[config.mk]
export PLATFORM = sky130hd
export DESIGN_NAME = board_move_sequencer
export DESIGN_NICKNAME = d
export VERILOG_FILES = /design/src/rtl/board_pkg.sv /design/src/rtl/cursor_ctrl.sv /design/src/rtl/board_move_sequencer.sv
export SDC_FILE = /design/constraint.sdc
export NUM_CORES = 1
export LEC_CHECK = 0
export ABC_AREA = 1
export BUFFER_PORTS_ARGS = -buffer_cell sky130_fd_sc_hd__buf_4
export CELL_PAD_IN_SITES_DETAIL_PLACEMENT = 0
export CELL_PAD_IN_SITES_GLOBAL_PLACEMENT = 1
export CORE_MARGIN = 2
export CORE_UTILIZATION = 34
export CTS_CLUSTER_SIZE = 16
export DETAILED_ROUTE_END_ITERATION = 12
export PLACE_DENSITY = 0.74
export SLEW_MARGIN = 20
export SYNTH_ARGS = -nofsm -noshare
export SYNTH_HDL_FRONTEND = slang
export SYNTH_HIERARCHICAL = 1
export SYNTH_SLANG_ARGS = --single-unit
export TNS_END_PERCENT = 30
[constraint.sdc]
create_clock -name clk -period 2 [get_ports clk]
set_input_delay 0.3 -clock clk [delete_from_list [all_inputs] [get_ports clk]]
set_output_delay 0.3 -clock clk [all_outputs]
set_load 0.01 [all_outputs]
[src/rtl/board_pkg.sv]
// board_pkg: cell codes, piece ownership, sequencer states and the opening layout
// shared by the board move sequencer and its cursor controller.
package board_pkg;
    localparam logic [2:0] CELL_EMPTY = 3'd0;
    localparam logic [2:0] CELL_P1    = 3'd1;
    localparam logic [2:0] CELL_P2    = 3'd2;
    localparam logic [2:0] CELL_K1    = 3'd3;
    localparam logic [2:0] CELL_K2    = 3'd4;

    typedef enum logic [1:0] {OWN_NONE, OWN_P1, OWN_P2} owner_t;

    typedef enum logic [2:0] {
        ST_RESET, ST_CLEAR, ST_IDLE, ST_RD_SRC, ST_HELD, ST_RD_DST, ST_WR_DST, ST_WR_SRC
    } state_t;

    function automatic owner_t owner(input logic [2:0] code);
        return (code == CELL_P1 || code == CELL_K1) ? OWN_P1 :
               (code == CELL_P2 || code == CELL_K2) ? OWN_P2 : OWN_NONE;
    endfunction

    // Men sit on the dark squares ((row+col) odd) of each player's home rows.
    function automatic logic [2:0] init_cell(input int row, input int col, input int side,
                                             input int init_rows);
        return ((row + col) % 2 == 0) ? CELL_EMPTY :
               (row < init_rows)          ? CELL_P1 :
               (row >= side - init_rows)  ? CELL_P2 : CELL_EMPTY;
    endfunction
endpackage

[src/rtl/cursor_ctrl.sv]
// cursor_ctrl: cursor row/col registers; moves wrap mod board size when
// CURSOR_WRAP_EN is defined, otherwise they saturate at the board edges.
module cursor_ctrl
    import board_pkg::*;
#(
    parameter int IDX_W = 3
) (
    input  logic             clk,
    input  logic             rst_n,
    input  logic             clear_i,
    input  logic             left_i,
    input  logic             right_i,
    input  logic             up_i,
    input  logic             down_i,
    output logic [IDX_W-1:0] row_o,
    output logic [IDX_W-1:0] col_o
);
    localparam logic [IDX_W-1:0] MAX = '1;

    logic [IDX_W-1:0] row_q, row_d, col_q, col_d;
    logic [IDX_W-1:0] dec_row, inc_row, dec_col, inc_col;

`ifdef CURSOR_WRAP_EN
    assign dec_row = row_q - 1'b1;
    assign inc_row = row_q + 1'b1;
    assign dec_col = col_q - 1'b1;
    assign inc_col = col_q + 1'b1;
`else
    assign dec_row = (row_q == '0)  ? row_q : row_q - 1'b1;
    assign inc_row = (row_q == MAX) ? row_q : row_q + 1'b1;
    assign dec_col = (col_q == '0)  ? col_q : col_q - 1'b1;
    assign inc_col = (col_q == MAX) ? col_q : col_q + 1'b1;
`endif

    always_comb begin
        row_d = clear_i ? '0 : up_i ? dec_row : down_i ? inc_row : row_q;
        col_d = clear_i ? '0 : left_i ? dec_col : right_i ? inc_col : col_q;
    end

    always_ff @(posedge clk) begin
        if (!rst_n) begin
            row_q <= '0;
            col_q <= '0;
        end else begin
            row_q <= row_d;
            col_q <= col_d;
        end
    end

    assign row_o = row_q;
    assign col_o = col_q;
endmodule

[src/rtl/board_move_sequencer.sv]
// board_move_sequencer: button-driven select/move sequencer over a req/ack board memory port.
// Define CURSOR_WRAP_EN for wrapping cursor moves (saturating otherwise).
module board_move_sequencer
    import board_pkg::*;
#(
    parameter int IDX_W     = 3,
    parameter int CELL_W    = 3,
    parameter int INIT_ROWS = 3
) (
    input  logic               clk,
    input  logic               rst_n,
    input  logic               left,
    input  logic               right,
    input  logic               up,
    input  logic               down,
    input  logic               enter,
    input  logic               game_reset,
    output logic               mem_req,
    output logic               mem_we,
    output logic [2*IDX_W-1:0] mem_addr,
    output logic [CELL_W-1:0]  mem_wdata,
    input  logic [CELL_W-1:0]  mem_rdata,
    input  logic               mem_ack,
    output logic [IDX_W-1:0]   cursor_row,
    output logic [IDX_W-1:0]   cursor_col,
    output logic               sel_valid,
    output logic [IDX_W-1:0]   sel_row,
    output logic [IDX_W-1:0]   sel_col,
    output logic               turn,
    output logic               busy,
    output logic               move_done,
    output logic               err
);
    localparam int AW = 2 * IDX_W;

    state_t             state_q, state_d;
    logic               req_q, req_d, pend_q, pend_d, sel_valid_q, sel_valid_d;
    logic               turn_q, turn_d, err_q, err_d, done_q, done_d;
    logic [IDX_W-1:0]   sel_row_q, sel_row_d, sel_col_q, sel_col_d;
    logic [CELL_W-1:0]  piece_q, piece_d;
    logic [AW-1:0]      clr_q, clr_d;
    logic               btn_ok, mv_enter, mv_l, mv_r, mv_u, mv_d;
    logic               acked, go_clear, at_sel;

    assign busy     = state_q inside {ST_CLEAR, ST_RD_SRC, ST_RD_DST, ST_WR_DST, ST_WR_SRC};
    assign btn_ok   = (state_q == ST_IDLE || state_q == ST_HELD) && !game_reset;
    assign mv_enter = btn_ok && enter;
    assign mv_l     = btn_ok && !enter && left;
    assign mv_r     = btn_ok && !enter && !left && right;
    assign mv_u     = btn_ok && !enter && !left && !right && up;
    assign mv_d     = btn_ok && !enter && !left && !right && !up && down;
    assign acked    = req_q && mem_ack;
    assign at_sel   = sel_row_q == cursor_row && sel_col_q == cursor_col;
    // A pending restart never abandons a request in flight: it waits for its ack.
    assign go_clear = state_q == ST_RESET || ((game_reset || pend_q) && (!req_q || mem_ack));

    cursor_ctrl #(.IDX_W(IDX_W)) u_cursor (
        .clk    (clk),
        .rst_n  (rst_n),
        .clear_i(go_clear),
        .left_i (mv_l),
        .right_i(mv_r),
        .up_i   (mv_u),
        .down_i (mv_d),
        .row_o  (cursor_row),
        .col_o  (cursor_col)
    );

    always_comb begin
        state_d     = state_q;
        req_d       = req_q;
        pend_d      = pend_q | game_reset;
        sel_valid_d = sel_valid_q;
        sel_row_d   = sel_row_q;
        sel_col_d   = sel_col_q;
        turn_d      = turn_q;
        piece_d     = piece_q;
        clr_d       = clr_q;
        err_d       = 1'b0;
        done_d      = 1'b0;
        if (go_clear) begin
            state_d     = ST_CLEAR;
            req_d       = 1'b0;
            pend_d      = 1'b0;
            sel_valid_d = 1'b0;
            turn_d      = 1'b0;
            clr_d       = '0;
        end else begin
            if (busy && !req_q) req_d = 1'b1;
            if (acked) req_d = 1'b0;
            case (state_q)
                ST_IDLE: if (mv_enter) state_d = ST_RD_SRC;
                ST_HELD: if (mv_enter) begin
                    state_d     = at_sel ? ST_IDLE : ST_RD_DST;
                    sel_valid_d = !at_sel;
                end
                ST_CLEAR: if (acked) begin
                    state_d = (clr_q == '1) ? ST_IDLE : ST_CLEAR;
                    clr_d   = clr_q + 1'b1;
                end
                ST_RD_SRC: if (acked) begin
                    if (owner(mem_rdata) == (turn_q ? OWN_P2 : OWN_P1)) begin
                        state_d     = ST_HELD;
                        sel_valid_d = 1'b1;
                        sel_row_d   = cursor_row;
                        sel_col_d   = cursor_col;
                        piece_d     = mem_rdata;
                    end else begin
                        state_d = ST_IDLE;
                        err_d   = 1'b1;
                    end
                end
                ST_RD_DST: if (acked) begin
                    state_d = (mem_rdata == CELL_EMPTY) ? ST_WR_DST : ST_HELD;
                    err_d   = mem_rdata != CELL_EMPTY;
                end
                ST_WR_DST: if (acked) state_d = ST_WR_SRC;
                ST_WR_SRC: if (acked) begin
                    state_d     = ST_IDLE;
                    done_d      = 1'b1;
                    turn_d      = !turn_q;
                    sel_valid_d = 1'b0;
                end
                default: ;
            endcase
        end
    end

    always_ff @(posedge clk) begin
        if (!rst_n) begin
            state_q     <= ST_RESET;
            req_q       <= 1'b0;
            pend_q      <= 1'b0;
            sel_valid_q <= 1'b0;
            sel_row_q   <= '0;
            sel_col_q   <= '0;
            turn_q      <= 1'b0;
            piece_q     <= '0;
            clr_q       <= '0;
            err_q       <= 1'b0;
            done_q      <= 1'b0;
        end else begin
            state_q     <= state_d;
            req_q       <= req_d;
            pend_q      <= pend_d;
            sel_valid_q <= sel_valid_d;
            sel_row_q   <= sel_row_d;
            sel_col_q   <= sel_col_d;
            turn_q      <= turn_d;
            piece_q     <= piece_d;
            clr_q       <= clr_d;
            err_q       <= err_d;
            done_q      <= done_d;
        end
    end

    assign mem_req   = req_q;
    assign mem_we    = state_q inside {ST_CLEAR, ST_WR_DST, ST_WR_SRC};
    assign mem_addr  = (state_q == ST_CLEAR)  ? clr_q :
                       (state_q == ST_WR_SRC) ? {sel_row_q, sel_col_q} : {cursor_row, cursor_col};
    assign mem_wdata = (state_q == ST_CLEAR) ?
                       CELL_W'(init_cell(int'(clr_q[AW-1:IDX_W]), int'(clr_q[IDX_W-1:0]),
                                         2 ** IDX_W, INIT_ROWS)) :
                       (state_q == ST_WR_DST) ? piece_q : '0;
    assign sel_valid = sel_valid_q;
    assign sel_row   = sel_row_q;
    assign sel_col   = sel_col_q;
    assign turn      = turn_q;
    assign move_done = done_q;
    assign err       = err_q;
endmodule
Yosys cells after proc, flatten, opt, wreduce, memory -nomap -nowiden
Index checks and enable logic that the tools add are counted.

Add/subtract/negate cells: 6. $lt $le $gt $ge: 2. Eq/ne operators: 36. Muxes and demuxes: 41. Bitwise gates (word level): 5. Reductions and logical operators: 52.

Operator list (number): $mux 3 (19); $logic_not 32->1 (1); $eq 3x3->1 const B (7); $ne 3x2->1 const B (7); $pmux 3 s7 (1); $ne 2x2->1 const B (9); $mux 2 (8); $reduce_and 8->1 (2); $logic_and 1x1->1 (14); $eq 3x2->1 const B (4); $logic_not 3->1 (4); $mux 6 (2); $mux 1 (9); $reduce_bool 3->1 (3); $logic_not 1->1 (8); $reduce_bool 8->1 (1); $reduce_bool 7->1 (1); $add 3x1->3 const B (2); $add 6x1->6 const B (1); $eq 3x1->1 const B (2); $eq 3x3->1 (2); $eq 6x6->1 const B (1); $logic_or 1x1->1 (6); $ne 2x1->1 const B (3); 18 further kinds (25).

Register bits after elaboration: 30. Input bits: 12. Logic and storage cells: 156.

Logic depth before layout (Yosys ltp)
Depth after elaboration: 10. Mapped depth: 13. Gate-level depth less buffers: 12.

Cells and area by module
Netlist, hierarchy kept.

Modules (own cells, without submodules): board_move_sequencer (instances 1, cells each 254, area an instance 1547.7 um2); cursor_ctrl (instances 1, cells each 65, area an instance 436.7 um2).

Worst setup path before layout
OpenSTA, ideal clock, no wires.

Path type: register -> register. Start point: register state_q[2]. End point: register u_cursor.row_q[2], in the netlist u_cursor/row_o[2]. Setup time: 0.116 ns. Arrival: 1.991 ns. Path slack: -0.107 ns. Cell stages (with the launch flop): 13. Path through: dfxtp_1 -> buf_2 -> nor2_2 -> nand2_1 -> nand2_1 -> nand4_1 -> nor3_1 -> inv_2 -> fa_1 -> nand3_1 -> nand2_1 -> o21ai_1 -> nor2_1.

RTL lines: start: declaration (line board_move_sequencer.sv:36) `state_t state_q, state_d;`; start signal: assignment (line board_move_sequencer.sv:143) `state_q <= state_d;`; $eq 3x2->1 or $eq 3x3->1 (tied branches) (line board_move_sequencer.sv:46) `assign btn_ok = (state_q == ST_IDLE || state_q == ST_HELD) && !game_reset;`; $logic_or 1x1->1 * (line board_move_sequencer.sv:46); $logic_and 1x1->1 * (line board_move_sequencer.sv:46); $logic_and 1x1->1 * (4 in series) (line board_move_sequencer.sv:50) `assign mv_u = btn_ok && !enter && !left && !right && up;`; via mv_u (line board_move_sequencer.sv:42) `logic btn_ok, mv_enter, mv_l, mv_r, mv_u, mv_d;`; $ne 2x2->1 (no source line) (tied with other cells); $reduce_and 3->1 (no source line); end signal: assignment (line cursor_ctrl.sv:45) `row_q <= row_d;`; end: declaration (line cursor_ctrl.sv:20) `logic [IDX_W-1:0] row_q, row_d, col_q, col_d;`.

Mark *: on every way through the listed nets, which the timed path passes. The rest lies on a longest branch. A chain may end at the register's enable or synchronous reset.

Worst setup path after layout
Start point: register state_q[2]. End point: register u_cursor.row_q[1], in the netlist u_cursor/row_o[1].

Same word-level chain as after synthesis.

==> impl_results.md <==
- Status: finished clean
- Hold WC Path Type: primary input to register
- Layout cells sized above 1: 27.9%
- Critical path fanouts, max: 4
- Period utilisation layout: roughly 95%
- Final instance area: 2620 um2
- Hpwl dp: 4250 um
- Compound-Gate Fraction of Synth Area: approximately 14%
- Port bufs: 39
- Post-synth top flop: dfxtp_1
- CTS HTree Levels: 2
- Async S/R FF share, synth: 0%
- Worst-margin pin slew: ~0.4 ns
- Root buffer cell: clkbuf_8
- CP required: around 2.2 ns
- Wire per inst: approximately 12 um
- Final nets: 392
- WL final: 5520 um
- Via count: between 2000 and 2500
- Setup TNS: 0 ns
- Core area: 5570 um2
- Placed cell areas: 2450 um2
- Clock Sinks: 30
- GR Util All Layers: 18.6%
- Proportion of synthesized area in mux cells: 0%
- Initial Util: 35.6%
- Clock Latency Late Sink: 0.28 ns
- Clk buf depth: 2
- RePlAce Congestion: 0.859
- Cell area after synthesis: 1980 um2
- Cts hold-fix bufs: 0
- Leakage: 1.15 nW
- DR iter-0 viols: ~160
- Final Hold Viols: 0
- Place WS: 0.0775 ns
- Area of the multi-input gates: 1180 um2
- Clk slew on worst S/H paths: roughly 0.07 ns
- XOR/XNOR Fraction of Synth Area: less than 1%
- Largest net degree at the start of global routing: 13
- PwrDens: 472 nW/um2
- Final setup viols: 0
- Initial antenna violation count: 0
- CTS buffer count: 5
- Die X: 80.4 um
- Area Overhead vs Synth: 31.8%
- Startpoint kind of the worst setup timing path: register
- Die Span Y: 80.4 um
- Crit. End Element: register
- # fillers: 635
- CP arrival: 2.06 ns
- Cells after synthesis: 319
- Die area: 6460 um2
- Gr ovfl total: 0
- Fin. max-slew vios: 0
- Mapped Avg Cell Area: 6.22 um2
- CP Class: register to register
- Peak supply drop: between 0.2 and 0.25 mV
- Synth warn: 6
- Row Count: 27
- Vias in the first global route: 1959
- Synthesized Nets: 334
- Post-layout minimum cycle time: 1.89 ns
- DRT antenna net count: 0
- #FFs+latches synth: 30
- Largest family of logic cells by synthesized area: simple AND/OR/NAND/NOR gates
- Register area: approximately 600 um2
- Synth Area in Adders: 2.65%
- Fraction of the yosys area taken by sequential cells: 30.3%
- Max Freq: 528 MHz
- Slew HR: 73.7%
- Yosys cell types: 35
- Max cap viols: 0
- Simple-Gate Fraction of Synth Area: between 30 and 40%
- Worst setup margin: 0.108 ns
- Diode count: 0
- Post-synth EDFFs: 0
- I/O pins: 40
- First-pass GRT wire length: 9280 um
- Number of remaining DRC errors: 0
- CTS tree: yes
- Skew final: 0.00792 ns
- DR vias/cell: 4.71
- Number of detailed-route iterations in the first pass: 4
layer usage:
| layer | track usage [%] | wire [um] | up-vias |
|---|---|---|---|
| met5 | 0 | 0 | - |
| met4 | 6.10 | 63 | 0 |
| met3 | 4.04 | 160 | 4 |
| met2 | 31.1 | 2720 | 31 |
| met1 | 23.5 | 2580 | 956 |
| li1 | - | - | 1123 |
metrics by stage:
| stage | hold WS [ns] | utilization (%) | power (mW) | cells |
|---|---|---|---|---|
| 2_1_floorplan | 0.419 | - | 0.700 | 319 |
| 3_3_place_gp | 0.454 | 43.9 | 0.762 | 439 |
| 3_5_place_dp | 0.457 | 43.9 | 0.762 | 439 |
| 4_1_cts | 0.249 | 45.7 | 1.25 | 448 |
| 5_1_grt | 0.298 | 46.9 | 1.30 | 449 |
| 6_report | 0.261 | 46.9 | 1.23 | 449 |
logic make-up (layout without fill, tap and decap cells):
group	count (synthesis)	after routing
buf+inv	66	124
simple gates	168	168
xor+xnor	2	2
compound gates	50	50
flops	30	30
fa+ha+maj	3	3
cell usage after synthesis (2+ instances only):
| cell | n | area (um2) |
|---|---|---|
| a21oi_1 | 25 | 125 |
| a21oi_2 | 2 | 17.5 |
| dfxtp_1 | 30 | 601 |
| fa_1 | 2 | 40.0 |
| inv_1 | 52 | 195 |
| inv_2 | 10 | 37.5 |
| nand2_1 | 95 | 357 |
| nand2_2 | 6 | 37.5 |
| nand2_4 | 2 | 22.5 |
| nand3_1 | 20 | 100 |
| nand4_1 | 5 | 31.3 |
| nor2_1 | 22 | 82.6 |
| nor2_2 | 2 | 12.5 |
| nor2_4 | 5 | 56.3 |
| nor3_1 | 5 | 25.0 |
| o21ai_0 | 12 | 60.1 |
| o21ai_1 | 3 | 15.0 |
| o221ai_1 | 2 | 17.5 |
| o22ai_1 | 2 | 12.5 |
| xor2_1 | 2 | 17.5 |
timing repair:
| action | 4_1_cts | 5_1_grt |
|---|---|---|
| resized for setup | 3 | 19 |
| hold endpoints to repair | 0 | 0 |
| setup buffers | 2 | 1 |
| setup endpoints to repair | 1 | 11 |
| pin swaps | 1 | 6 |
where the power goes:
| part | leakage (nW) | switching [mW] | total, mW | internal, mW |
|---|---|---|---|---|
| Combinational | 0.867 | 0.0950 | 0.158 | 0.0632 |
| Clock | 0.0383 | 0.230 | 0.470 | 0.240 |
| Sequential | 0.244 | 0.00558 | 0.606 | 0.600 |
layout make-up:
cell class,instances,area share (%)
repair buffers,53,15.4
well taps,72,3.44
multi-input cells,223,45.2
flip-flops and latches,30,23.3
inverters,64,9.76
clock buffers,7,2.92
layout by cell type (no fill, tap or decap), types with 3 or more instances in the layout:
cell type,Yosys,final
nand2_1,95,92
buf_4,0,52
inv_1,52,51
dfxtp_1,30,27
a21oi_1,25,25
nor2_1,22,21
nand3_1,20,18
o21ai_0,12,12
inv_2,10,10
nand2_2,6,9
nor2_4,5,7
nand4_1,5,5
clkbuf_8,0,5
nand3_2,1,3
nor3_1,5,3
o21ai_1,3,3
worst paths after layout:
check / from / end / slack [ns] / depth (start not counted)
max: state_q[2] / u_cursor/row_o[1] / 0.11 / 10
min: game_reset / pend_q / 0.26 / 3
max reg2reg: state_q[2] / u_cursor/row_o[1] / 0.11 / 10
min reg2reg: piece_q[0] / piece_q[0] / 0.47 / 2
sequential cells by signal (all words and copies together), names as in the netlist:
signal          flops
sel_col             3
mem_req             1
sel_row             3
state_q             3
sel_valid           1
move_done           1
turn                1
err                 1
clr_q               6
u_cursor/row_o      3
piece_q             3
pend_q              1
u_cursor/col_o      3
critical path, stage by stage (launching register included):
cell and delay [ns]:
dfxtp_4 0.37, nor2_4 0.12, nand2_2 0.06, nand2_2 0.08
nand4_1 0.17, nor3_2 0.26, inv_2 0.07, fa_2 0.51
inv_1 0.04, nand3_2 0.07, a21oi_2 0.05
Note: power is estimated with default switching activity, not from simulation.
